--- config.mk ---
export PLATFORM = sky130hd
export DESIGN_NAME = bus_initiator
export DESIGN_NICKNAME = d
export VERILOG_FILES = /design/src/rtl/bus_initiator.sv
export SDC_FILE = /design/constraint.sdc
export NUM_CORES = 1
export LEC_CHECK = 0
export CORE_UTILIZATION = 37
export DETAILED_ROUTE_END_ITERATION = 10
export PLACE_DENSITY = 0.79
export SLEW_MARGIN = 5
export SYNTH_ARGS = -nofsm -noshare
export SYNTH_HDL_FRONTEND = slang
export SYNTH_SLANG_ARGS = --single-unit
--- constraint.sdc ---
create_clock -name clk -period 2 [get_ports clk]
set_clock_uncertainty 0.1 [all_clocks]
set_input_delay 0.3 -clock clk [delete_from_list [all_inputs] [get_ports clk]]
set_output_delay 0.3 -clock clk [all_outputs]
set_load 0.05 [all_outputs]
--- src/rtl/bus_initiator.sv ---
// rtl/bus_initiator.sv - single-outstanding word initiator for the on-chip slave bus
//
// Takes one word request at a time from a local requester, runs a single bus
// transfer against the slaves in the address window, and returns a held
// response. Requests outside the window or misaligned are answered with an
// error without touching the bus. A transfer with no bdone within TIMEOUT
// ACCESS cycles is answered with an error.
//
// Ports:
//   clk, rst                  clock, synchronous active-high reset
//   req_valid/req_ready       request handshake
//   req_addr/write/wdata      request payload (byte address, 4-byte aligned)
//   resp_valid/resp_ready     response handshake
//   resp_rdata/resp_err       response payload, held while resp_valid
//   bus_addr/wdata/ttype      bus transfer payload, zero while bus_ss=0
//   bus_bstart, bus_ss        start strobe (first ACCESS cycle), slave select
//   bus_rdata, bus_bdone      slave read data and completion

module bus_initiator #(
    parameter logic [31:0] SLAVE_BASE = 32'h1000_0000,
    parameter logic [31:0] SLAVE_MASK = 32'hFFFF_F000,
    parameter int          TIMEOUT    = 16
) (
    input  logic        clk,
    input  logic        rst,
    input  logic        req_valid,
    output logic        req_ready,
    input  logic [31:0] req_addr,
    input  logic        req_write,
    input  logic [31:0] req_wdata,
    output logic        resp_valid,
    input  logic        resp_ready,
    output logic [31:0] resp_rdata,
    output logic        resp_err,
    output logic [31:0] bus_addr,
    output logic [31:0] bus_wdata,
    input  logic [31:0] bus_rdata,
    output logic        bus_ttype,
    output logic        bus_bstart,
    output logic        bus_ss,
    input  logic        bus_bdone
);

    typedef enum logic [1:0] {
        IDLE   = 2'd0,
        ACCESS = 2'd1,
        RESP   = 2'd2
    } state_t;

    typedef enum logic {
        TT_READ  = 1'b0,
        TT_WRITE = 1'b1
    } ttype_t;

    // Counter holds 0..TIMEOUT, so one bit more than needed for TIMEOUT-1.
    localparam int            CW       = $clog2(TIMEOUT) + 1;
    localparam logic [CW-1:0] CNT_LAST = CW'(TIMEOUT - 1);

    state_t        state, state_nxt;
    logic [CW-1:0] cnt, cnt_nxt;
    logic [31:0]   addr_q, wdata_q;
    logic          write_q;
    logic [31:0]   rdata_q, rdata_nxt;
    logic          err_q, err_nxt;
    logic          req_ok;

    assign req_ok = ((req_addr & SLAVE_MASK) == SLAVE_BASE) && (req_addr[1:0] == 2'b00);

    always_ff @(posedge clk) begin
        if (rst) begin
            state   <= IDLE;
            cnt     <= '0;
            addr_q  <= '0;
            wdata_q <= '0;
            write_q <= 1'b0;
            rdata_q <= '0;
            err_q   <= 1'b0;
        end else begin
            state   <= state_nxt;
            cnt     <= cnt_nxt;
            rdata_q <= rdata_nxt;
            err_q   <= err_nxt;
            if (state == IDLE && req_valid) begin
                addr_q  <= req_addr;
                wdata_q <= req_wdata;
                write_q <= req_write;
            end
        end
    end

    always_comb begin
        state_nxt = state;
        cnt_nxt   = cnt;
        rdata_nxt = rdata_q;
        err_nxt   = err_q;
        case (state)
            IDLE: begin
                // Clearing here makes the first ACCESS cycle always see cnt==0.
                cnt_nxt = '0;
                if (req_valid) begin
                    if (req_ok) begin
                        state_nxt = ACCESS;
                    end else begin
                        state_nxt = RESP;
                        err_nxt   = 1'b1;
                        rdata_nxt = '0;
                    end
                end
            end
            ACCESS: begin
                cnt_nxt = cnt + 1'b1;
                // bdone is checked first so it wins on the final timeout cycle.
                if (bus_bdone) begin
                    state_nxt = RESP;
                    err_nxt   = 1'b0;
                    rdata_nxt = write_q ? 32'h0 : bus_rdata;
                end else if (cnt == CNT_LAST) begin
                    state_nxt = RESP;
                    err_nxt   = 1'b1;
                    rdata_nxt = '0;
                end
            end
            RESP: begin
                if (resp_ready) begin
                    state_nxt = IDLE;
                    err_nxt   = 1'b0;
                    rdata_nxt = '0;
                end
            end
            default: begin
                state_nxt = IDLE;
            end
        endcase
    end

    assign req_ready  = (state == IDLE);
    assign resp_valid = (state == RESP);
    assign resp_rdata = rdata_q;
    assign resp_err   = err_q;

    assign bus_ss     = (state == ACCESS);
    assign bus_bstart = bus_ss && (cnt == '0);
    assign bus_addr   = bus_ss ? addr_q  : 32'h0;
    assign bus_wdata  = bus_ss ? wdata_q : 32'h0;
    assign bus_ttype  = (bus_ss && write_q) ? TT_WRITE : TT_READ;

endmodule

### Yosys cells after proc, flatten, opt, wreduce, memory -nomap -nowiden

Cells that the tools add are included.

* register bits: 105
* input bits: 102
* output and inout bits: 102

* add/sub/neg operators: 1
* eq/ne operators: 8
* multiplexer cells: 23
* reductions and logical operators: 11

Operators with widths (count)
* 2-to-1 mux 32 bit: 8
* one-hot mux 32 bit (3 select lines): 1
* equality test 20 x 17 -> 1 bit, second input constant: 1
* 2-to-1 mux 2 bit: 5
* one-hot mux 5 bit (2 select lines): 1
* 2-to-1 mux 1 bit: 6
* one-hot mux 2 bit (3 select lines): 1
* adder 5 x 1 -> 5 bit, second input constant: 1
* equality test 5 x 4 -> 1 bit, second input constant: 1
* zero test 5 bit: 1
* AND reduction 5 bit: 1
* logical AND 1 bit: 4
* zero test 2 bit: 2
* inequality test 2 bit, second input constant: 2
* inequality test 3 x 1 -> 1 bit, second input constant: 1
* one-hot mux 1 bit (3 select lines): 1
* AND reduction 3 bit: 1
* nonzero test 3 bit: 1
* equality test 2 x 1 -> 1 bit, second input constant: 1
* equality test 2 bit, second input constant: 1
* inequality test 2 x 1 -> 1 bit, second input constant: 1
* nonzero test 2 bit: 1

### Logic depth before layout (Yosys ltp)

* depth in word-level cells: 5
* gate-level depth with buffers: 8
* mapped depth without buffers: 7

### Worst setup path after synthesis

OpenSTA, ideal clock, no wires.

* path kind: reg-to-output
* from: register state[0]
* to: output bus_wdata[22]
* arrival: 1.754 ns
* required time: 1.600 ns
* path slack: -0.154 ns
* stages on the path, launching flop included: 5
* path buffers: 1
* cell sequence: dfxtp_1 > nand2b_1 > inv_2 > clkbuf_1 > and2_1

* word-level cells in the longest chain between the ends: 2

RTL lines
* start, declared: line 59 `state_t state, state_nxt;`
* start signal, assigned: line 79 `state <= state_nxt;`
* equality test 2 x 1 -> 1 bit: line 141 `assign bus_ss = (state == ACCESS);`
* named net bus_ss: line 40 `output logic bus_ss,`
* 2-to-1 mux 32 bit: line 144 `assign bus_wdata = bus_ss ? wdata_q : 32'h0;`
* end, declared: line 36 `output logic [31:0] bus_wdata,`

The timed path passes the listed nets, and every way through them passes these cells.

### Worst setup path in the final report

* from: register cnt[1]
* to: register rdata_q[3], in the netlist resp_rdata[3]

* word-level cells in the longest chain between the ends: 3

RTL lines
* start, declared: line 60 `logic [CW-1:0] cnt, cnt_nxt;`
* start signal, assigned: line 80 `cnt <= cnt_nxt;`
* equality test 5 x 4 -> 1 bit: line 117 `end else if (cnt == CNT_LAST) begin`
* inequality test 3 x 1 -> 1 bit (no line)
* AND reduction 5 bit (no line)
* end signal, assigned: line 81 `rdata_q <= rdata_nxt;`
* end, declared: line 63 `logic [31:0] rdata_q, rdata_nxt;`

No other way between the ends.
A chain may end at the register's enable or synchronous reset.

==> flow_metrics.tcl <==
set metrics [dict create \
    reg2reg_to "resp_rdata[3]$_SDFFE_PP0P_" \
    insertion_delay_ns 0.34 \
    grtUsageTotal_pct 20.7 \
    layout_commonest_cell "nand2_1" \
    drt_iter0_drc 221 \
    place.gp.congestion 0.813 \
    ys.flop_type "dfxtp_1" \
    instances_no_fill 844 \
    vias_per_cell 5.05 \
    clk_transition_reported_paths_ns 0.08 \
    synthArstFlopShare_pct 0 \
    n_antenna_cell 0 \
    syn_to_final_growth_pct 83.3 \
    ys_ff_latch 105 \
    grt_max_degree 72 \
    synthAdderAreaFrac_pct 0.883 \
    syn-cell-area_um2 4250 \
    hold_start "req_addr[15]" \
    critPathMaxStageDelay_ns 0.36 \
    grt_pass1_vias 4117 \
    crit_top_cell "ha_4" \
    power_w 0.00460 \
    r2r_cells 8 \
    route.detailed.drc 0 \
    die_y_um 109 \
    worstPathMaxFanout 8 \
    wl_per_cell_um 16.0 \
    io_pins 204 \
    start_kind "register" \
    hold_path_depth 3 \
    fin_tns_setup_ns -0.148 \
    ant_nets 0 \
    dpl_cell_area_um2 7150 \
    path_cells "ha_4, and3_4, ha_4, nor2_4, a211oi_4, o22ai_4, clkbuf_16, a32o_2" \
    max-vdd-ir-drop_mv 0.607 \
    fin_area_um2 7790 \
    dpl.cell_count 816 \
    required_ns 2.14 \
    grt_overflow 0 \
    cts_buffers 9 \
    cpMaxStageDelayCell "dfxtp_2" \
    drt_wl_total_mm 13.5 \
    leakagePower_nw 3.19 \
    vias 4263 \
    crit_arrival_ns 2.16 \
    fmaxAchievable_mhz 496 \
    design.die.area_um2 11900 \
    ys_warn_count 0 \
    syn_area_per_cell_um2 8.60 \
    drv_cap 0 \
    seq_area_frac_synth_pct 49.5 \
    holdBufCountCts 0 \
    synth_compound_area_share_pct 18.0 \
    coreArea_um2 11000 \
    power_density_nw_per_um2 590 \
    crit_buf_inv 1 \
    synthesis.nets 599 \
    fin_crit_sh_pct 101 \
    final_nets 804 \
    finalCriticalPeriod_ns 2.02 \
    synth_top_family_by_area "simple AND/OR/NAND/NOR gates" \
    port_buffers 203 \
    layout-drive-gt1-share_pct 24.0 \
    failed_checks "setup timing" \
    rr_startpoint "cnt[1]$_SDFFE_PP0P_" \
    yosys.area.top_type "dfxtp_1" \
    reg2reg_slack_ns -0.02 \
    drtPass1Iterations 5 \
    clockRootBuffer "clkbuf_16" \
    tritoncts "yes" \
    end_kind "register" \
    hold_end "addr_q[15]$_SDFFE_PP0P_" \
    cts_buffer_depth 2 \
    synthMuxAreaShare_pct 0.236 \
    cp_top_family "compound AO/OA/AOI/OAI gates" \
    timing.hold.ws_ns 0.143 \
    mostFrequentLayoutCells "nand2_1 (135), clkdlybuf4s50_1 (127), dfxtp_1 (103), buf_12 (73), a21oi_1 (69)" \
    fin_ws_ns -0.0170 \
    synth-simple-area-share_pct 26.2 \
    cts.htree.levels 3 \
    post-dp-hpwl_mm 9.17 \
    initial_core_util_pct 38.5 \
    status "finished, violations left" \
    slew_viol_final 0 \
    fp-row-count 38 \
    synth-xor-area-share_pct 0.206 \
    setup_violations 19 \
    crit_type "reg -> reg" \
    synthCells 494 \
    hold_class "in -> reg" \
    chipWidth_um 109 \
    synth-edff-count 0 \
    tightest_slew_ns 0.675 \
    rsz0062_at_grt "true" \
    hold_viol_final 0 \
    antenna_found_initial 0 \
    ys_types 37 \
    relSlewSlack_pct 54.9 \
    synthTopCellsByArea "dfxtp_1 (49%), nand2_1 (12%), and2_1 (9.9%)" \
    grt_pass1_wl_mm 19.4 \
    cts_sinks 105 \
    yosys.area.top_type_share_pct 49.5 \
]
power by group:
part           internal, W  switching [W]  total [W]
Combinational     0.000319       0.000272   0.000591
Sequential         0.00217      0.0000375    0.00221
Clock             0.000909       0.000887    0.00180
Total              0.00340        0.00120    0.00460
how the worst max path moves through the flow:
stage / startpoint / to / slack [ns] / cells past startpoint
2_1_floorplan: state[1]$_SDFFE_PP0P_ / resp_err$_SDFFE_PP0P_ / 0.07 / 6
3_5_place_dp: req_addr[27] / resp_err$_SDFFE_PP0P_ / -0.20 / 6
3_3_place_gp: req_addr[27] / resp_err$_SDFFE_PP0P_ / -0.17 / 6
5_1_grt: cnt[1]$_SDFFE_PP0P_ / resp_rdata[24]$_SDFFE_PP0P_ / -0.07 / 8
6_report: cnt[1]$_SDFFE_PP0P_ / resp_rdata[3]$_SDFFE_PP0P_ / -0.02 / 8
4_1_cts: state[1]$_SDFFE_PP0P_ / bus_bstart / -0.01 / 5
sequential cells by signal, summed over array words and instances, names as in the netlist:
register / count
addr_q: 32
cnt: 5
resp_err: 1
resp_rdata: 32
state: 2
wdata_q: 32
write_q: 1
area by class of cell:
type,instances,area (µm²)
clock buffer,9,225
clock inverter,7,91.3
fill,792,3240
inverter,5,23.8
multi-input combinational,346,2050
sequential,105,2100
tap,140,175
timing repair buffer,232,3120
Yosys cell counts, types with 2 or more instances:
| cell type | n |
|---|---|
| nand2_1 | 136 |
| dfxtp_1 | 105 |
| a21oi_1 | 69 |
| and2_1 | 67 |
| a32o_2 | 32 |
| clkbuf_1 | 16 |
| buf_2 | 12 |
| nor2_1 | 9 |
| buf_1 | 7 |
| buf_6 | 4 |
| nor2b_1 | 4 |
| ha_1 | 3 |
| inv_1 | 3 |
| nor4_1 | 3 |
| nor3_1 | 2 |
through the flow:
step,util (%),setup slack (ns)
after detailed placement,64.8,-0.204
after CTS,67.7,-0.0111
after floorplan,-,0.0677
after global placement,64.8,-0.173
final,70.6,-0.0170
after global routing,70.6,-0.0735
metal layers:
layer	track usage, %	up-vias	share of wire (%)
met5	0	-	0
met4	4.44	0	1.1
met3	6.93	13	7.0
met2	37.1	164	51
met1	23.7	2012	41
li1	-	2074	-
worst register-to-register path, stage by stage (launching register included):
cell       delay [ns]
dfxtp_2          0.36
ha_4             0.14
and3_4           0.19
ha_4             0.14
nor2_4           0.04
a211oi_4         0.31
o22ai_4          0.19
clkbuf_16        0.21
a32o_2           0.24
logic make-up (layout without fill, tap and decap cells):
kind of cell             after synthesis  after routing
XOR/XNOR                               1              1
AND/OR/NAND/NOR                      232            233
flip-flops                           105            105
buffers and inverters                 44            253
multiplexers                           1              1
AO/OA/AOI/OAI                        108            108
adder cells (fa/ha/maj)                3              3
repair_timing:
action                     CTS  global route
buffers inserted             0             3
cloned                       0             9
setup endpoints to repair   14            99
resized for setup            1            26
pin swaps                    1            41
(Power assumes the default switching activity.)
